$ cat src/rtl/vga_timing_gen_pkg.sv
// Shared constants and helpers for the VGA raster timing generator.
// Defaults describe 640x480@60 with a 2:1 system-to-pixel clock ratio.
package vga_timing_pkg;

    localparam int unsigned DEF_CNT_W    = 11;
    localparam int unsigned DEF_PIX_DIV  = 2;

    localparam int unsigned DEF_H_ACTIVE = 640;
    localparam int unsigned DEF_H_FP     = 16;
    localparam int unsigned DEF_H_SYNC   = 96;
    localparam int unsigned DEF_H_BP     = 48;

    localparam int unsigned DEF_V_ACTIVE = 480;
    localparam int unsigned DEF_V_FP     = 10;
    localparam int unsigned DEF_V_SYNC   = 2;
    localparam int unsigned DEF_V_BP     = 33;

    localparam bit DEF_HS_POL = 1'b0;
    localparam bit DEF_VS_POL = 1'b0;

    // Full period of one axis (active + front porch + sync + back porch).
    function automatic int unsigned axis_total(
        input int unsigned active,
        input int unsigned fp,
        input int unsigned sync,
        input int unsigned bp
    );
        return active + fp + sync + bp;
    endfunction

    // First count inside the sync window.
    function automatic int unsigned sync_begin(
        input int unsigned active,
        input int unsigned fp
    );
        return active + fp;
    endfunction

    // First count after the sync window (exclusive bound).
    function automatic int unsigned sync_end(
        input int unsigned active,
        input int unsigned fp,
        input int unsigned sync
    );
        return active + fp + sync;
    endfunction

endpackage

$ cat src/rtl/vga_timing_gen_axis.sv
// One raster axis: wrapping counter plus decode of its next value into
// active-region and sync-window flags (sync already at its asserted polarity).
module vga_axis_counter
    import vga_timing_pkg::*;
#(
    parameter int unsigned CNT_W  = DEF_CNT_W,
    parameter int unsigned ACTIVE = DEF_H_ACTIVE,
    parameter int unsigned FP     = DEF_H_FP,
    parameter int unsigned SYNC   = DEF_H_SYNC,
    parameter int unsigned BP     = DEF_H_BP,
    parameter bit          POL    = DEF_HS_POL
) (
    input  logic             clk,
    input  logic             RESET,
    input  logic             i_inc,
    output logic             o_wrap,
    output logic [CNT_W-1:0] o_cnt_nxt,
    output logic             o_active_nxt,
    output logic             o_sync_nxt
);

    localparam int unsigned TOTAL = axis_total(ACTIVE, FP, SYNC, BP);

    if (CNT_W < 1 || ACTIVE < 1 || FP < 1 || SYNC < 1 || BP < 1) begin : g_bad_param
        $error("vga_axis_counter: every parameter must be >= 1");
    end
    if (((longint'(TOTAL) - 1) >> CNT_W) != 0) begin : g_bad_width
        $error("vga_axis_counter: TOTAL-1 does not fit in CNT_W bits");
    end

    localparam logic [CNT_W-1:0] LAST     = CNT_W'(TOTAL - 1);
    localparam logic [CNT_W-1:0] ACT_END  = CNT_W'(ACTIVE);
    localparam logic [CNT_W-1:0] SYNC_BEG = CNT_W'(sync_begin(ACTIVE, FP));
    localparam logic [CNT_W-1:0] SYNC_END = CNT_W'(sync_end(ACTIVE, FP, SYNC));

    logic [CNT_W-1:0] r_cnt;
    logic             w_last;

    assign w_last = (r_cnt == LAST);
    assign o_wrap = i_inc && w_last;

    // Next count and its region decode, so the top can register coherent outputs.
    always_comb begin
        o_cnt_nxt = r_cnt;
        if (i_inc) begin
            o_cnt_nxt = w_last ? '0 : r_cnt + CNT_W'(1);
        end
        o_active_nxt = (o_cnt_nxt < ACT_END);
        o_sync_nxt   = ((o_cnt_nxt >= SYNC_BEG) && (o_cnt_nxt < SYNC_END)) ? POL : ~POL;
    end

    // Counter parks on the last count in reset so the first increment lands on 0.
    always_ff @(posedge clk) begin
        if (RESET) begin
            r_cnt <= LAST;
        end else begin
            r_cnt <= o_cnt_nxt;
        end
    end

endmodule

$ cat src/rtl/vga_timing_gen.sv
// VGA raster timing generator: pixel-rate divider, enable gating and
// registered sync/DE/coordinate/strobe outputs driven by two axis counters.
module vga_timing_gen
    import vga_timing_pkg::*;
#(
    parameter int unsigned CNT_W    = DEF_CNT_W,
    parameter int unsigned PIX_DIV  = DEF_PIX_DIV,
    parameter int unsigned H_ACTIVE = DEF_H_ACTIVE,
    parameter int unsigned H_FP     = DEF_H_FP,
    parameter int unsigned H_SYNC   = DEF_H_SYNC,
    parameter int unsigned H_BP     = DEF_H_BP,
    parameter int unsigned V_ACTIVE = DEF_V_ACTIVE,
    parameter int unsigned V_FP     = DEF_V_FP,
    parameter int unsigned V_SYNC   = DEF_V_SYNC,
    parameter int unsigned V_BP     = DEF_V_BP,
    parameter bit          HS_POL   = DEF_HS_POL,
    parameter bit          VS_POL   = DEF_VS_POL
) (
    input  logic             clk,
    input  logic             RESET,
    input  logic             en,
    output logic             pix_ce,
    output logic             h_sync,
    output logic             v_sync,
    output logic             de,
    output logic [CNT_W-1:0] x,
    output logic [CNT_W-1:0] y,
    output logic             line_start,
    output logic             frame_start
);

    if (PIX_DIV < 1 || CNT_W < 1) begin : g_bad_param
        $error("vga_timing_gen: PIX_DIV and CNT_W must be >= 1");
    end

    localparam int unsigned        DIV_W    = (PIX_DIV > 1) ? $clog2(PIX_DIV) : 1;
    localparam logic [DIV_W-1:0]   DIV_LAST = DIV_W'(PIX_DIV - 1);

    logic [DIV_W-1:0] r_div;
    logic             w_step;

    logic             w_h_wrap;
    logic [CNT_W-1:0] w_h_nxt;
    logic             w_h_act;
    logic             w_h_sync;
    logic             w_v_wrap;
    logic [CNT_W-1:0] w_v_nxt;
    logic             w_v_act;
    logic             w_v_sync;

    logic             r_pix_ce;
    logic             r_h_sync;
    logic             r_v_sync;
    logic             r_de;
    logic [CNT_W-1:0] r_x;
    logic [CNT_W-1:0] r_y;
    logic             r_line_start;
    logic             r_frame_start;

    assign w_step = en && (r_div == DIV_LAST);

    // Pixel-rate divider; holds its phase while en is low.
    always_ff @(posedge clk) begin
        if (RESET) begin
            r_div <= '0;
        end else if (w_step) begin
            r_div <= '0;
        end else if (en) begin
            r_div <= r_div + DIV_W'(1);
        end
    end

    vga_axis_counter #(
        .CNT_W  (CNT_W),
        .ACTIVE (H_ACTIVE),
        .FP     (H_FP),
        .SYNC   (H_SYNC),
        .BP     (H_BP),
        .POL    (HS_POL)
    ) u_h_axis (
        .clk          (clk),
        .RESET        (RESET),
        .i_inc        (w_step),
        .o_wrap       (w_h_wrap),
        .o_cnt_nxt    (w_h_nxt),
        .o_active_nxt (w_h_act),
        .o_sync_nxt   (w_h_sync)
    );

    vga_axis_counter #(
        .CNT_W  (CNT_W),
        .ACTIVE (V_ACTIVE),
        .FP     (V_FP),
        .SYNC   (V_SYNC),
        .BP     (V_BP),
        .POL    (VS_POL)
    ) u_v_axis (
        .clk          (clk),
        .RESET        (RESET),
        .i_inc        (w_h_wrap),
        .o_wrap       (w_v_wrap),
        .o_cnt_nxt    (w_v_nxt),
        .o_active_nxt (w_v_act),
        .o_sync_nxt   (w_v_sync)
    );

    // Register outputs from next-state decode; an h wrap is exactly a step to
    // h=0 and a v wrap is exactly a step to (0,0), so they serve as the strobes.
    always_ff @(posedge clk) begin
        if (RESET) begin
            r_pix_ce      <= 1'b0;
            r_line_start  <= 1'b0;
            r_frame_start <= 1'b0;
            r_x           <= '0;
            r_y           <= '0;
            r_de          <= 1'b0;
            r_h_sync      <= ~HS_POL;
            r_v_sync      <= ~VS_POL;
        end else begin
            r_pix_ce      <= w_step;
            r_line_start  <= w_h_wrap;
            r_frame_start <= w_v_wrap;
            if (w_step) begin
                r_x      <= w_h_nxt;
                r_y      <= w_v_nxt;
                r_de     <= w_h_act && w_v_act;
                r_h_sync <= w_h_sync;
                r_v_sync <= w_v_sync;
            end
        end
    end

    assign pix_ce      = r_pix_ce;
    assign h_sync      = r_h_sync;
    assign v_sync      = r_v_sync;
    assign de          = r_de;
    assign x           = r_x;
    assign y           = r_y;
    assign line_start  = r_line_start;
    assign frame_start = r_frame_start;

endmodule

$ cat config.mk
export PLATFORM = sky130hd
export DESIGN_NAME = vga_timing_gen
export DESIGN_NICKNAME = d
export VERILOG_FILES = /design/src/rtl/vga_timing_gen_pkg.sv /design/src/rtl/vga_timing_gen_axis.sv /design/src/rtl/vga_timing_gen.sv
export SDC_FILE = /design/constraint.sdc
export NUM_CORES = 1
export LEC_CHECK = 0
export CAP_MARGIN = 20
export CORE_MARGIN = 1
export CORE_UTILIZATION = 55
export DETAILED_ROUTE_END_ITERATION = 16
export MAX_ROUTING_LAYER = met4
export PLACE_DENSITY = 0.8
export REMOVE_ABC_BUFFERS = 1
export SLEW_MARGIN = 20
export SYNTH_ARGS = -nofsm -noshare
export SYNTH_HDL_FRONTEND = slang
export SYNTH_SLANG_ARGS = --single-unit
export TNS_END_PERCENT = 30
$ cat constraint.sdc
create_clock -name clk -period 4.4 [get_ports clk]
set_input_delay 0.66 -clock clk [delete_from_list [all_inputs] [get_ports clk]]
set_output_delay 0.66 -clock clk [all_outputs]
set_load 0.03 [all_outputs]
==> results of run 1 <==
==> final timing paths <==
check | startpoint | to | slack, ps | depth (start not counted)
setup / recovery | en | de | 1730 | 8
hold / removal | x[3] | x[3] | 460 | 2
setup reg to reg | u_h_axis.r_cnt[0] | de | 1980 | 7
hold reg to reg | x[3] | x[3] | 460 | 2
==> cell type report <==
cell class | instances | area, um2 | area share (%)
multi-input combinational | 200 | 1220 | 44.3
sequential | 51 | 1020 | 37.2
timing repair buffer | 33 | 323 | 11.8
clock buffer | 8 | 100 | 3.64
tap | 50 | 62.6 | 2.28
inverter | 6 | 22.5 | 0.820
==> per-layer routing <==
layer  wire length [um]  GRT usage [%]  part of all wire (%)  vias up
li1                   -              -                     -     1027
met1               2440           31.0                    52      917
met2               1930           33.7                    41       50
met3                201           5.07                   4.3       10
met4                 89           8.51                   1.9        0
met5                  0              -                     0        -
==> worst max-delay path, delay by kind of cell <==
kind | cells | cell delay, ps
AO/OA/AOI/OAI | 3 | 660
buffers and inverters | 2 | 800
AND/OR/NAND/NOR | 3 | 760
==> state kept, by name, summed over array words and instances, names as in the netlist <==
register        flops
de                  1
frame_start         1
h_sync              1
line_start          1
pix_ce              1
r_div               1
u_h_axis.r_cnt     11
u_v_axis.r_cnt     11
v_sync              1
x                  11
y                  11
==> through the flow <==
stage          hold WS, ps  utilization (%)  total power [W]
6_report               464             67.2          0.00101
5_1_grt                484             67.2          0.00106
4_1_cts                466             67.2          0.00101
3_5_place_dp           451             64.8         0.000726
3_3_place_gp           447             64.8         0.000725
2_1_floorplan          507                -         0.000659
==> where the power goes <==
group | switching [W] | internal (W)
combinational | 0.000129 | 0.0000788
sequential | 0.0000235 | 0.000486
clock | 0.000148 | 0.000144
total | 0.000300 | 0.000708
==> cell families (layout without fill, tap and decap cells) <==
group	count (synthesis)	count (layout)
compound gates	51	51
flops	51	51
buf+inv	28	47
simple gates	130	130
xor+xnor	15	15
fa+ha+maj	3	3
mux	1	1
==> Yosys cell counts, drive strengths merged (2+ instances only) <==
cell	number
buf	13
nand4	8
a21oi	9
and3	2
xnor2	10
nand2b	4
xor2	5
inv	6
clkbuf	9
nand3	9
nor4	8
a211oi	15
o21ai	6
a31oi	4
a41oi	2
and2	4
nand3b	2
ha	3
nand2	19
nor3	16
dfxtp	51
or2	3
a311oi	2
a22oi	3
or3	3
nor2	45
nor2b	2
==> metrics.txt, run 1 <==
outcome=completed; GRT Total Usage=23.1%; Std-Cell Rows=23; Sink Count=51; wire length per cell=around 13 um; startpoint type of the worst setup path=primary input; die area=4580 um2; slowest library cell on the worst path=sky130_fd_sc_hd__clkdlybuf4s50_1; IO buf count=30; sequential-to-total area share from yosys stat=43.0%; dominant synthesized flop cell=sky130_fd_sc_hd__dfxtp_1; area fraction of the dominant cell type after synthesis=between 40% and 50%; ratio of total power to cell area=367 nW/um2; adder and majority cell fraction of the synthesized area=approximately 1.6%; placed wire-length estimate=3.23 mm; clk slew on worst S/H paths=80 ps; number of maximum-capacitance constraint violations=0; transition at the pin with the smallest max-transition slack=around 860 ps; cell type with the largest total area after synthesis=sky130_fd_sc_hd__dfxtp_1; Core Area=between 4000 and 5000 um2; Crit. End Element=flip-flop; fraction of final layout cells sized beyond drive strength 1=~7.0%; most frequent standard cell in the layout excluding fill and tap cells=sky130_fd_sc_hd__dfxtp_1; layout overhead on the synthesized area=15.6%; post-route clock period utilization=between 60% and 70%; total setup buffers inserted after CTS=0; CP Class=in2reg; largest buffer count on any clock path=2; TritonCTS clock tree=built; dominant combinational cell family by area after synthesis=simple AND/OR/NAND/NOR gates; share of cell area taken by muxes after synthesis=less than 1%; total number of vias=2004; largest net degree at the start of global routing=27; Setup Skew=8.43 ps; Synth Area in Simple Gates=28.3%; setup repair after global routing missed its margin=no; number of warnings issued by yosys=0; source-to-sink clock delay at the later pin of the worst-skew pair=310 ps; synthesis-stage register bit count=51; final cell count without fillers=348; initial detailed-routing violation count=178; clock buffers created by TritonCTS=5; # DRC=0; EDFF count, synth=0; Compound-Gate Fraction of Synth Area=15.4%; Leakage=0.944 nW; syn avg cell area=8.51 um2; CTS Hold Buffers Added=0; slack of the critical path=between 1500 and 2000 ps; grt total ovfl=0; Final Hold Fails=0; vias per cell=5.76; H-tree depth reported by CTS=2; number of fillers in the final layout=354; commonest cells after routing, fill and taps aside=sky130_fd_sc_hd__dfxtp_1 (51), sky130_fd_sc_hd__nor2_1 (45), sky130_fd_sc_hd__clkdlybuf4s50_1 (30); First-pass DRT Iterations=4; number of cells in the design after placement=340; netlist area before placement=between 2000 and 2500 um2; Unique masters post-synth=52; critical-path cell list=clkdlybuf4s50_1, and2_1, buf_4, and4_1, o21ai_1, a21oi_1, nor2_1, o41ai_1; Resize count post-CTS=0; die span in x=67.7 um; Antenna Nets Post-Route=0; buffer type at the clock tree root=sky130_fd_sc_hd__clkbuf_8; number of cells produced by synthesis=279; setup_tns=0 ps; aggregate routed wire length=roughly 4.7 mm; maximum ir drop on the vdd rail=0.000194 V; num ports=31; setup-violating endpoint count in the final report=0; first-pass GRT wire length=7.62 mm; endpoint required time on the critical path=between 4000 and 5000 ps; nets@finish=303; Async S/R FF share, synth=0%; headroom to the max-slew limit=42.2%; Die Y-Extent=67.7 um; antenna diode count=0; initial antenna violation count=0; min-delay worst type=reg2reg; gp weighted congestion=0.918; finished layout cell area=2750 um2; Final Slew Violations=0; min cycle time layout=2670 ps; placed cell area=roughly 2600 um2; initial cell density of the core=58.1%; maximum fanout count along the critical path=26; arrival time worst endpoint=2880 ps; Achievable Freq=374 MHz; XOR/XNOR Fraction of Synth Area=~5.5%; longest individual stage delay on the worst path=around 530 ps; Post-Place Worst Slack=between 1000 and 1500 ps; number of global-route vias before repair=around 1700; top cells by area, synth=sky130_fd_sc_hd__dfxtp_1 (43%), sky130_fd_sc_hd__nor2_1 (7.1%), sky130_fd_sc_hd__a211oi_1 (4.7%)
No activity file was read; power rests on OpenSTA's default activity.
==> run 2: changes to the inputs <==
Settings changed: CORE_UTILIZATION 55 to 54, PLACE_DENSITY 0.8 to 0.78.
Clock period 4.4 ns to 2.5 ns, I/O delays scaled along.
==> run 2 against run 1 <==
Against the previous run: non-clock buffer count up 6; critical path depth down 1; first-iteration DRC count down 7.9%; die area up 1.8%; count of clock-buffer cells in the layout down 2; sequential power up 75%; total power up 82%; via count up 2.3%; setup slack worse by 1500 ps.
==> metrics.txt, run 2 (synthesis gave the netlist of run 1 again) <==
initial detailed-routing violation count=164; Crit. End Element=flip-flop; largest net degree at the start of global routing=between 50 and 60; IO buf count=30; cell depth of the worst min-delay path=2; first-pass GRT wire length=between 8 and 9 mm; fraction of final layout cells sized beyond drive strength 1=8.91%; Antenna Nets Post-Route=0; endpoint required time on the critical path=around 2700 ps; maximum ir drop on the vdd rail=0.000386 V; total setup buffers inserted after CTS=0; aggregate routed wire length=5.08 mm; Std-Cell Rows=23; die area=4670 um2; slowest library cell on the worst path=sky130_fd_sc_hd__dfxtp_1; Sink Count=a little over 50; number of fillers in the final layout=340; placed wire-length estimate=3.51 mm; maximum fanout count along the critical path=6; Die Y-Extent=~70 um; Final Hold Fails=0; post-route clock period utilization=92.7%; most frequent standard cell in the layout excluding fill and tap cells=sky130_fd_sc_hd__dfxtp_1; min cycle time layout=roughly 2300 ps; Setup Skew=11.5 ps; nets@finish=309; GRT Total Usage=between 20% and 30%; worst hold-check slack=roughly 460 ps; setup-violating endpoint count in the final report=0; initial cell density of the core=57.7%; H-tree depth reported by CTS=2; Final Slew Violations=0; transition at the pin with the smallest max-transition slack=~470 ps; num ports=31; antenna diode count=0; die span in x=68.3 um; clock buffers created by TritonCTS=5; number of maximum-capacitance constraint violations=0; startpoint type of the worst setup path=flip-flop; min-delay worst type=reg2reg; clk slew on worst S/H paths=~90 ps; Leakage=0.970 nW; gp weighted congestion=0.926; source-to-sink clock delay at the later pin of the worst-skew pair=310 ps; vias per cell=5.81; buffer type at the clock tree root=sky130_fd_sc_hd__clkbuf_8; number of global-route vias before repair=1792; total number of vias=2050; commonest cells after routing, fill and taps aside=sky130_fd_sc_hd__dfxtp_1 (51), sky130_fd_sc_hd__nor2_1 (45), sky130_fd_sc_hd__clkdlybuf4s50_1 (30); layout overhead on the synthesized area=17.7%; ratio of total power to cell area=656 nW/um2; critical-path cell list=ha_1, nand3_1, nor4_1, nand2_1, xnor2_1, nor4_2, o41ai_1; grt total ovfl=0; largest buffer count on any clock path=2; Core Area=about 4000 um2; CTS Hold Buffers Added=0; CP Class=reg2reg; First-pass DRT Iterations=4; initial antenna violation count=0; worst-case reg-to-reg path depth=7; Post-Place Worst Slack=-25.2 ps; wire length per cell=14.4 um; headroom to the max-slew limit=68.4%; longest individual stage delay on the worst path=450 ps; outcome=completed; Resize count post-CTS=0; TritonCTS clock tree=built; final cell utilization of the core=67.9%; arrival time worst endpoint=about 2500 ps; slack of the critical path=about 180 ps; Achievable Freq=431 MHz; setup repair after global routing missed its margin=no; # DRC=0
-- run 2: worst paths after layout --
| check | start | end | slack [ps] |
|---|---|---|---|
| setup / recovery | u_v_axis.r_cnt[0] | de | 180 |
| hold / removal | x[5] | x[5] | 460 |
| setup reg to reg | u_v_axis.r_cnt[0] | de | 180 |
| hold reg to reg | x[5] | x[5] | 460 |
-- run 2: final cells by class --
class                           count  area (um2)  share of cell area (%)
Clock inverter                      1        30.0                    1.07
Tap cell                           50        62.6                    2.24
Sequential cell                    51        1020                    36.5
Timing Repair Buffer               39         368                    13.2
Clock buffer                        6        72.6                    2.60
Inverter                            6        22.5                   0.806
Multi-Input combinational cell    200        1220                    43.6
-- run 2: metrics by stage --
step                std cells  area (um2)  setup TNS, ps  power, W
finish                    353        2800              0   0.00183
global route              353        2800              0   0.00192
CTS                       353        2790              0   0.00184
detailed placement        346        2690          -25.2   0.00129
global placement          346        2690              0   0.00129
floorplan                 257        2260              0   0.00116
-- run 2: worst max-delay path, delay by kind of cell (launching register included) --
family          cells  cell delay [ps]
xor+xnor            1              340
simple gates        4              780
compound gates      1              350
fa+ha+maj           1              290
flops               1              450
-- run 2: power by group --
group | internal, W | switching (W) | leakage [nW] | total [W]
Clock | 0.000294 | 0.000260 | 0.0513 | 0.000554
Sequential | 0.000855 | 0.0000382 | 0.415 | 0.000893
Combinational | 0.000147 | 0.000238 | 0.504 | 0.000385
Total | 0.00130 | 0.000536 | 0.970 | 0.00183
-- run 2: metal layers --
metal | vias to the layer above | share of wire [%] | routed length, um | global-route usage, %
met5 | - | 0 | 0 | -
met4 | 0 | 1.7 | 88 | 8.33
met3 | 8 | 4.9 | 251 | 5.83
met2 | 56 | 43 | 2190 | 38.1
met1 | 945 | 50 | 2550 | 33.2
li1 | 1041 | - | - | -
